===== config.mk =====
export PLATFORM = sky130hd
export DESIGN_NAME = cluster_task_dispatch
export DESIGN_NICKNAME = d
export VERILOG_FILES = /design/src/rtl/cluster_task_dispatch.sv
export SDC_FILE = /design/constraint.sdc
export NUM_CORES = 1
export LEC_CHECK = 0
export BUFFER_PORTS_ARGS = -buffer_cell sky130_fd_sc_hd__buf_2
export CAP_MARGIN = 20
export CELL_PAD_IN_SITES_DETAIL_PLACEMENT = 0
export CELL_PAD_IN_SITES_GLOBAL_PLACEMENT = 1
export CORE_MARGIN = 2
export CORE_UTILIZATION = 40
export DETAILED_ROUTE_END_ITERATION = 10
export PLACE_DENSITY = 0.82
export SLEW_MARGIN = 20
export SYNTH_ARGS = -nofsm -noshare
export SYNTH_HDL_FRONTEND = slang
export SYNTH_SLANG_ARGS = --single-unit

===== constraint.sdc =====
create_clock -name clk_i -period 7.61 [get_ports clk_i]
set_input_delay 1.522 -clock clk_i [delete_from_list [all_inputs] [get_ports clk_i]]
set_output_delay 1.522 -clock clk_i [all_outputs]
set_load 0.01 [all_outputs]

===== src/rtl/cluster_task_dispatch.sv =====
// Cluster task dispatcher: hands upstream tasks to idle cores round-robin and
// funnels core completions back to the scheduler through a small feedback FIFO.
package cluster_task_dispatch_pkg;
    typedef struct packed {
        logic [7:0]  handler_id;
        logic [23:0] arg;
    } handler_task_t;

    typedef struct packed {
        logic [7:0] handler_id;
        logic [7:0] status;
    } feedback_descr_t;

    typedef enum logic [1:0] {
        ST_EMPTY   = 2'd0,
        ST_PENDING = 2'd1,
        ST_LOCKED  = 2'd2
    } dispatch_state_e;
endpackage

module cluster_task_dispatch
    import cluster_task_dispatch_pkg::*;
#(
    parameter int NUM_CORES = 8,
    parameter int FB_DEPTH  = 4
) (
    input  logic                                 clk_i,
    input  logic                                 rst_ni,
    input  logic                                 task_valid_i,
    output logic                                 task_ready_o,
    input  handler_task_t                        task_descr_i,
    output logic [NUM_CORES-1:0]                 core_task_valid_o,
    input  logic [NUM_CORES-1:0]                 core_task_ready_i,
    output handler_task_t                        core_task_descr_o,
    input  logic [NUM_CORES-1:0]                 core_done_valid_i,
    output logic [NUM_CORES-1:0]                 core_done_ready_o,
    input  feedback_descr_t [NUM_CORES-1:0]      core_done_i,
    output logic                                 feedback_valid_o,
    input  logic                                 feedback_ready_i,
    output feedback_descr_t                      feedback_o,
    output logic [$clog2(NUM_CORES):0]           busy_cores_o,
    output dispatch_state_e                      state_o
);
    // Handshakes: a transfer happens on a rising edge where valid and ready are
    // both high; a valid holder keeps valid and payload stable until that edge.

    localparam int IW = $clog2(NUM_CORES);
    localparam int BW = IW + 1;
    localparam int PW = $clog2(FB_DEPTH);
    localparam int CW = PW + 1;

    // Returns {found, index} of the first set bit of req at or above ptr, wrapping.
    function automatic logic [IW:0] pick(input logic [NUM_CORES-1:0] req,
                                         input logic [IW-1:0]        ptr);
        logic [IW:0]   res;
        logic [IW-1:0] idx;
        res = '0;
        for (int i = NUM_CORES - 1; i >= 0; i--) begin
            idx = ptr + IW'(i);
            if (req[idx]) res = {1'b1, idx};
        end
        return res;
    endfunction

    dispatch_state_e  state_q, state_d;
    handler_task_t    task_q;
    logic [IW-1:0]    locked_q, rr_ptr_q, arb_ptr_q;
    logic [NUM_CORES-1:0] busy_q, busy_d;

    feedback_descr_t  fifo_q [FB_DEPTH];
    logic [PW-1:0]    wr_ptr_q, rd_ptr_q;
    logic [CW-1:0]    count_q;

    logic [IW:0]      sel, grant;
    logic             sel_found, grant_any, fifo_full, fifo_empty, push, pop;
    logic [IW-1:0]    sel_idx, grant_idx;
    logic             load_task, lock, fire;

    assign sel       = pick(~busy_q, rr_ptr_q);
    assign sel_found = sel[IW];
    assign sel_idx   = sel[IW-1:0];

    assign fifo_full  = (count_q == CW'(FB_DEPTH));
    assign fifo_empty = (count_q == '0);

    // A full FIFO blocks grants even when the head pops this cycle.
    assign grant     = pick(core_done_valid_i, arb_ptr_q);
    assign grant_idx = grant[IW-1:0];
    assign grant_any = grant[IW] & ~fifo_full & rst_ni;
    assign push      = grant_any;
    assign pop       = ~fifo_empty & feedback_ready_i;

    assign feedback_valid_o  = ~fifo_empty;
    assign feedback_o        = fifo_q[rd_ptr_q];
    assign core_task_descr_o = task_q;
    assign state_o           = state_q;

    always_comb begin
        core_done_ready_o = '0;
        if (grant_any) core_done_ready_o[grant_idx] = 1'b1;
    end

    always_comb begin
        state_d           = state_q;
        task_ready_o      = 1'b0;
        core_task_valid_o = '0;
        load_task         = 1'b0;
        lock              = 1'b0;
        fire              = 1'b0;
        case (state_q)
            ST_EMPTY: begin
                task_ready_o = 1'b1;
                if (task_valid_i) begin
                    load_task = 1'b1;
                    // An idle core is locked right away so the offer goes out next cycle.
                    if (sel_found) begin
                        lock    = 1'b1;
                        state_d = ST_LOCKED;
                    end else begin
                        state_d = ST_PENDING;
                    end
                end
            end
            ST_PENDING: begin
                if (sel_found) begin
                    lock    = 1'b1;
                    state_d = ST_LOCKED;
                end
            end
            ST_LOCKED: begin
                task_ready_o                = core_task_ready_i[locked_q];
                core_task_valid_o[locked_q] = 1'b1;
                if (core_task_ready_i[locked_q]) begin
                    fire = 1'b1;
                    if (task_valid_i) begin
                        load_task = 1'b1;
                        state_d   = ST_PENDING;
                    end else begin
                        state_d   = ST_EMPTY;
                    end
                end
            end
            default: state_d = ST_EMPTY;
        endcase
        if (!rst_ni) begin
            task_ready_o      = 1'b1;
            core_task_valid_o = '0;
        end
    end

    // Completion clears first; a dispatch in the same cycle to that core wins.
    always_comb begin
        busy_d = busy_q;
        if (grant_any) busy_d[grant_idx] = 1'b0;
        if (fire)      busy_d[locked_q]  = 1'b1;
    end

    always_comb begin
        busy_cores_o = '0;
        for (int i = 0; i < NUM_CORES; i++) begin
            busy_cores_o = busy_cores_o + BW'(busy_q[i]);
        end
    end

    always_ff @(posedge clk_i) begin
        if (!rst_ni) begin
            state_q   <= ST_EMPTY;
            task_q    <= '0;
            locked_q  <= '0;
            rr_ptr_q  <= '0;
            arb_ptr_q <= '0;
            busy_q    <= '0;
            wr_ptr_q  <= '0;
            rd_ptr_q  <= '0;
            count_q   <= '0;
        end else begin
            state_q <= state_d;
            busy_q  <= busy_d;
            if (load_task) task_q    <= task_descr_i;
            if (lock)      locked_q  <= sel_idx;
            if (fire)      rr_ptr_q  <= locked_q + IW'(1);
            if (grant_any) arb_ptr_q <= grant_idx + IW'(1);
            if (push)      wr_ptr_q  <= wr_ptr_q + PW'(1);
            if (pop)       rd_ptr_q  <= rd_ptr_q + PW'(1);
            case ({push, pop})
                2'b10:   count_q <= count_q + CW'(1);
                2'b01:   count_q <= count_q - CW'(1);
                default: count_q <= count_q;
            endcase
        end
    end

    // Storage needs no reset: nothing is visible while the FIFO is empty.
    always_ff @(posedge clk_i) begin
        if (push) fifo_q[wr_ptr_q] <= core_done_i[grant_idx];
    end

endmodule


## Word-level counts from Yosys, hierarchy flattened

Memory sizes are Yosys's and may differ from the RTL's. A register that Yosys moved wholly into a read port is not among the register bits.
Cells that the tools add are included.

| word-level totals | value |
|---|---|
| flip-flop bits (word level) | 58 |
| bits in writable memories | 64 |
| input bits | 180 |
| output and inout bits | 72 |
| logic and storage cells | 163 |
| memories | 1 |

| operators by class | value |
|---|---|
| add/subtract/negate cells | 27 |
| order comparisons | 20 |
| equal/unequal tests | 8 |
| muxes and demuxes | 82 |
| bitwise operators | 9 |
| reductions and logical operators | 6 |

Memory list:

| name | words | width | read ports | clocked after Yosys merged registers in | write ports | RTL line | RTL |
|---|---|---|---|---|---|---|---|
| fifo_q | 4 | 16 | 1 | 1 | 1 | 70 | `feedback_descr_t fifo_q [FB_DEPTH];` |

Operators with widths:

| operator | count |
|---|---|
| $lt 3x4->1 const B | 18 |
| $mux 4 | 16 |
| $bmux 1 s3 | 17 |
| $bmux 16 s3 | 1 |
| $mux 8 | 5 |
| $mux 1 | 29 |
| $add 3x3->3 const B | 8 |
| $add 4x1->4 | 4 |
| $mux 16 | 1 |
| $not 8->8 | 2 |
| $add 3x1->3 const B | 5 |
| $add 3x2->3 const B | 4 |
| $mux 2 | 6 |
| $and 8x8->8 | 1 |
| $or 8x8->8 | 1 |
| $demux 1 s3 | 2 |
| $ge 3x1->1 const B | 2 |
| $ne 2x2->1 const B | 3 |
| $pmux 1 s2 | 3 |
| $pmux 2 s3 | 1 |
| $pmux 3 s2 | 1 |
| $add 2x1->2 const B | 2 |
| $add 3x1->4 | 1 |
| $eq 2x1->1 const B | 2 |
| 12 further kinds | 17 |

## Depth between registers and ports, before layout

| logic depth | value |
|---|---|
| depth in word-level cells | 20 |
| gate-level depth with buffers | 18 |
| mapped depth without buffers | 13 |

## Least setup slack after synthesis

No wires, ideal clock.

| timing path | value |
|---|---|
| path type | in2out |
| start | input port core_done_valid_i[5] |
| end | output port core_done_ready_o[6] |
| arrival | 3,656 ps |
| data required time | 6,088 ps |
| slack | 2,432 ps |
| stages | 9 |
| buffers on the path | 3 |
| path through | mux4_2 -> mux2_2 -> a211oi_1 -> or3_1 -> nand3_1 -> buf_4 -> buf_6 -> buf_4 -> nor4_1 |

| on the way | value |
|---|---|
| word-level cells in the longest chain between the ends | 15 |

Ends and longest elaborated chain:

| element | RTL line | RTL |
|---|---|---|
| start, declared | 35 | `input logic [NUM_CORES-1:0] core_done_valid_i,` |
| $bmux 1 s3 | 60 | `if (req[idx]) res = {1'b1, idx};` |
| $mux 1 (implied by the code) | 60 |  |
| $mux 4 (7 in a row) | 60 |  |
| $mux 4 (*) | 60 |  |
| $lt 3x4->1 (implied by the code) or $ge 3x1->1 (tied branches) | 100 | `if (grant_any) core_done_ready_o[grant_idx] = 1'b1;` |
| $logic_and 1x1->1 (implied by the code) | 100 |  |
| $mux 1 (implied by the code) | 100 |  |
| $demux 1 s3 | 100 |  |
| $mux 8 (*) | 100 |  |
| end, declared | 36 | `output logic [NUM_CORES-1:0] core_done_ready_o,` |

Every way passes the cells marked *; elsewhere a longest branch is shown, timed or not. The select of a mux whose other input is x is not followed.

## Worst setup path after layout

| timing path | value |
|---|---|
| start | register arb_ptr_q[0] |
| end | output port core_done_ready_o[1] |

| on the way | value |
|---|---|
| word-level cells in the longest chain between the ends | 16 |

Ends and longest elaborated chain:

| element | RTL line | RTL |
|---|---|---|
| start, declared | 67 | `logic [IW-1:0] locked_q, rr_ptr_q, arb_ptr_q;` |
| start signal, assigned | 182 | `if (grant_any) arb_ptr_q <= grant_idx + IW'(1);` |
| $add 3x3->3 | 59 | `idx = ptr + IW'(i);` |
| $bmux 1 s3 | 60 |  |
| $mux 1 (implied by the code) | 60 |  |
| $mux 4 (7 in a row) | 60 |  |
| $mux 4 (*) | 60 |  |
| $lt 3x4->1 (implied by the code) or $ge 3x1->1 (tied branches) | 100 |  |
| $logic_and 1x1->1 (implied by the code) | 100 |  |
| $mux 1 (implied by the code) | 100 |  |
| $demux 1 s3 | 100 |  |
| $mux 8 (*) | 100 |  |

Marks and branches as above.

==> metrics <==
CP Launch Type=flip-flop; Placer Congestion=slightly below 0.9; Final Critical Period=6208 ps; I/O pin count=approximately 250; CTS tree=done; Area contributors post-synth=edfxtp_1 25%, dfxtp_1 16%, mux2i_1 14%, mux4_2 10%, nand2_1 4.3%; Max-cap violations=0; Inst Count DP=1150; routed wire length=between 20000 and 25000 um; Async SR Flop Fraction=0; core area=~19000 sq um; first-pass GRT wire length=about 32000 um; DP Area=roughly 9000 sq um; Worst Path Class, Setup=reg2out; area grow syn2layout=25.65%; top-count cell post-synth=mux2i_1; Slew Limit Fails=0; Arr. time, crit path=4690 ps; CTS sink cnt=124; Max Fclk=0.1611 GHz; Setup Skew=roughly 6.3 ps; final hold vios=0; YS warnings=0; clock root buffer master=clkbuf_16; Main synth FF type=edfxtp_1; post-synthesis sequential area ratio=0.4075; initial antenna violation count=0; Synth top area share=0.2508; fin cells=~1200; total global routing overflow=0; Clock Pin Slew Worst Setup and Hold Paths=roughly 60 ps; EDFF count, synth=64; PwrDens=452.8 nW/um^2; # port buffers=roughly 250; maximum vdd drop=about 0.00033 V; Die ar.=between 20000 and 25000 sq um; Distinct cells, synth=59; # rows=50; Period Utilization, post-route=0.8158; hpwl dp=14880 um; leakage=roughly 4.2 nW; Finished Cell Area=9629 sq um; routed vias=6362; DRT antenna net count=0; actual transition at the worst max-transition pin=882.3 ps; Avg Inst Size Synth=approximately 11 sq um; CP endpoint kind=output port; count of endpoints failing setup in the final report=0; number of global-route vias before repair=6257; Global Route Usage Sum=0.2007; Post-CTS Repair Setup Buffers=0; Detailed Routing Iterations Pass 1=5; FILL cells=roughly 1700; wire length per cell=around 17 um; TritonCTS buffer count=17; Starting Density=0.4083; Max clock buf depth=2; PostCTS Resize Cnt=0; top cells by count, synth=109 x mux2i_1, 88 x nand2_1, 64 x edfxtp_1; synthesized flop and latch total=124; total negative slack=0 ps; Mapped Nets=between 900 and 1000; proportion of layout cells with a drive suffix above 1=0.3755; DR vias/cell=between 5 and 6; Finished Core Util=0.5131; status=completed; RSZ-0062 raised after global routing=false; largest net degree at the start of global routing=between 50 and 60; HP Class=reg2reg; cells after synthesis=just over 700; Data required, critical path=roughly 6000 ps; Synth area leader=edfxtp_1; DRT iter0 DRCs=369; n_diodes=0; hold buffer count at CTS=0; hold_ws=between 400 and 500 ps; DRC=0; Slew HR=0.4118; Mapped Area=between 7000 and 8000 sq um; DIE HEIGHT=between 100 and 150 um; width of the chip=between 100 and 150 um; htree depth=4; Crit Path Max Fanout=35; Final nets=roughly 1100; Clk Latency, worst-skew pair=420 ps
-- metal layers --
layer  GRT usage  wire [um]  vias to the layer above
met3     0.05922       1325                       28
met2      0.3494      10380                      199
met1      0.2412       8201                     3049
met4     0.05941        363                        0
li1            -          -                     3086
met5           0          0                        -
-- cells in the final DEF (no fill, tap or decap), types with 4 or more instances in the layout --
cell,synthesis,layout
a32o_1,4,4
o22ai_1,6,6
fa_1,5,5
xnor2_1,9,9
buf_4,8,5
and2_1,8,7
a311oi_1,4,4
dfxtp_1,60,60
nand2_1,88,87
mux4_2,35,35
mux2i_1,109,109
inv_1,26,26
inv_6,0,4
a31oi_1,4,4
nor4_1,4,4
nor3_1,4,4
a211oi_1,5,5
xor2_1,8,8
nor2_1,42,42
nand3_1,14,13
o21ai_0,13,13
ha_1,13,13
inv_8,0,4
nand2b_1,8,8
clkbuf_16,0,17
edfxtp_1,64,64
buf_2,10,251
mux2_2,20,20
a21oi_1,44,44
nor2b_1,8,8
-- cells by family after synthesis --
group,Yosys count,share of synthesized area
AND/OR/NAND/NOR,194,0.1159
adder cells (fa/ha/maj),18,0.03429
XOR/XNOR,17,0.01943
buffers and inverters,80,0.04767
AO/OA/AOI/OAI,111,0.09616
flip-flops,124,0.4075
multiplexers,166,0.2790
-- registers in the layout (all words and copies together) (netlist names), named ones only --
register / count
wr_ptr_q: 2
rd_ptr_q: 2
locked_q: 3
count_q: 3
arb_ptr_q: 3
fifo_q: 64
state_o: 2
busy_q: 8
core_task_descr_o: 32
rr_ptr_q: 3
-- worst paths after layout --
path / startpoint / endpoint / slack [ps] / cells past startpoint
setup / recovery: arb_ptr_q[0]$_SDFFE_PN0P_ / core_done_ready_o[1] / 1400 / 12
hold / removal: core_task_descr_o[25]$_SDFFE_PN0P_ / core_task_descr_o[25]$_SDFFE_PN0P_ / 450 / 2
setup reg to reg: arb_ptr_q[0]$_SDFFE_PN0P_ / fifo_q[0][8]$_DFFE_PP_ / 2270 / 11
hold reg to reg: core_task_descr_o[25]$_SDFFE_PN0P_ / core_task_descr_o[25]$_SDFFE_PN0P_ / 450 / 2
-- power breakdown --
| part | switching, mW | total (mW) | internal (mW) |
|---|---|---|---|
| Sequential | 0.0980 | 1.17 | 1.07 |
| Clock | 0.346 | 0.815 | 0.469 |
| Combinational | 1.29 | 2.38 | 1.09 |
| Total | 1.73 | 4.36 | 2.63 |
-- final cells by class --
type / count / area [sq um] / area share
timing repair buffer: 256 / 1294 / 0.1344
inverter: 30 / 112.6 / 0.01169
sequential: 124 / 3123 / 0.3243
clock buffer: 17 / 425.4 / 0.04418
tap: 234 / 292.8 / 0.03041
clock inverter: 15 / 176.4 / 0.01832
multi-input combinational: 506 / 4205 / 0.4367
-- worst max-delay path, stage by stage (launching register included) --
cell      delay, ps
dfxtp_1         790
inv_1           230
ha_1            590
mux4_2          650
a221oi_1        310
a31oi_1         130
a311oi_1        330
a311oi_1        110
o31ai_4         120
buf_4           530
nand4_1         230
inv_1           100
buf_2           130
-- through the flow --
| step | total power [mW] | worst slack [ps] |
|---|---|---|
| global placement | 3.552 | 1840 |
| CTS | 4.404 | 1337 |
| detailed placement | 3.578 | 1800 |
| floorplan | 3.043 | 2432 |
| global route | 4.652 | 988.6 |
| finish | 4.360 | 1402 |
Note: power is estimated with default switching activity, not from simulation.
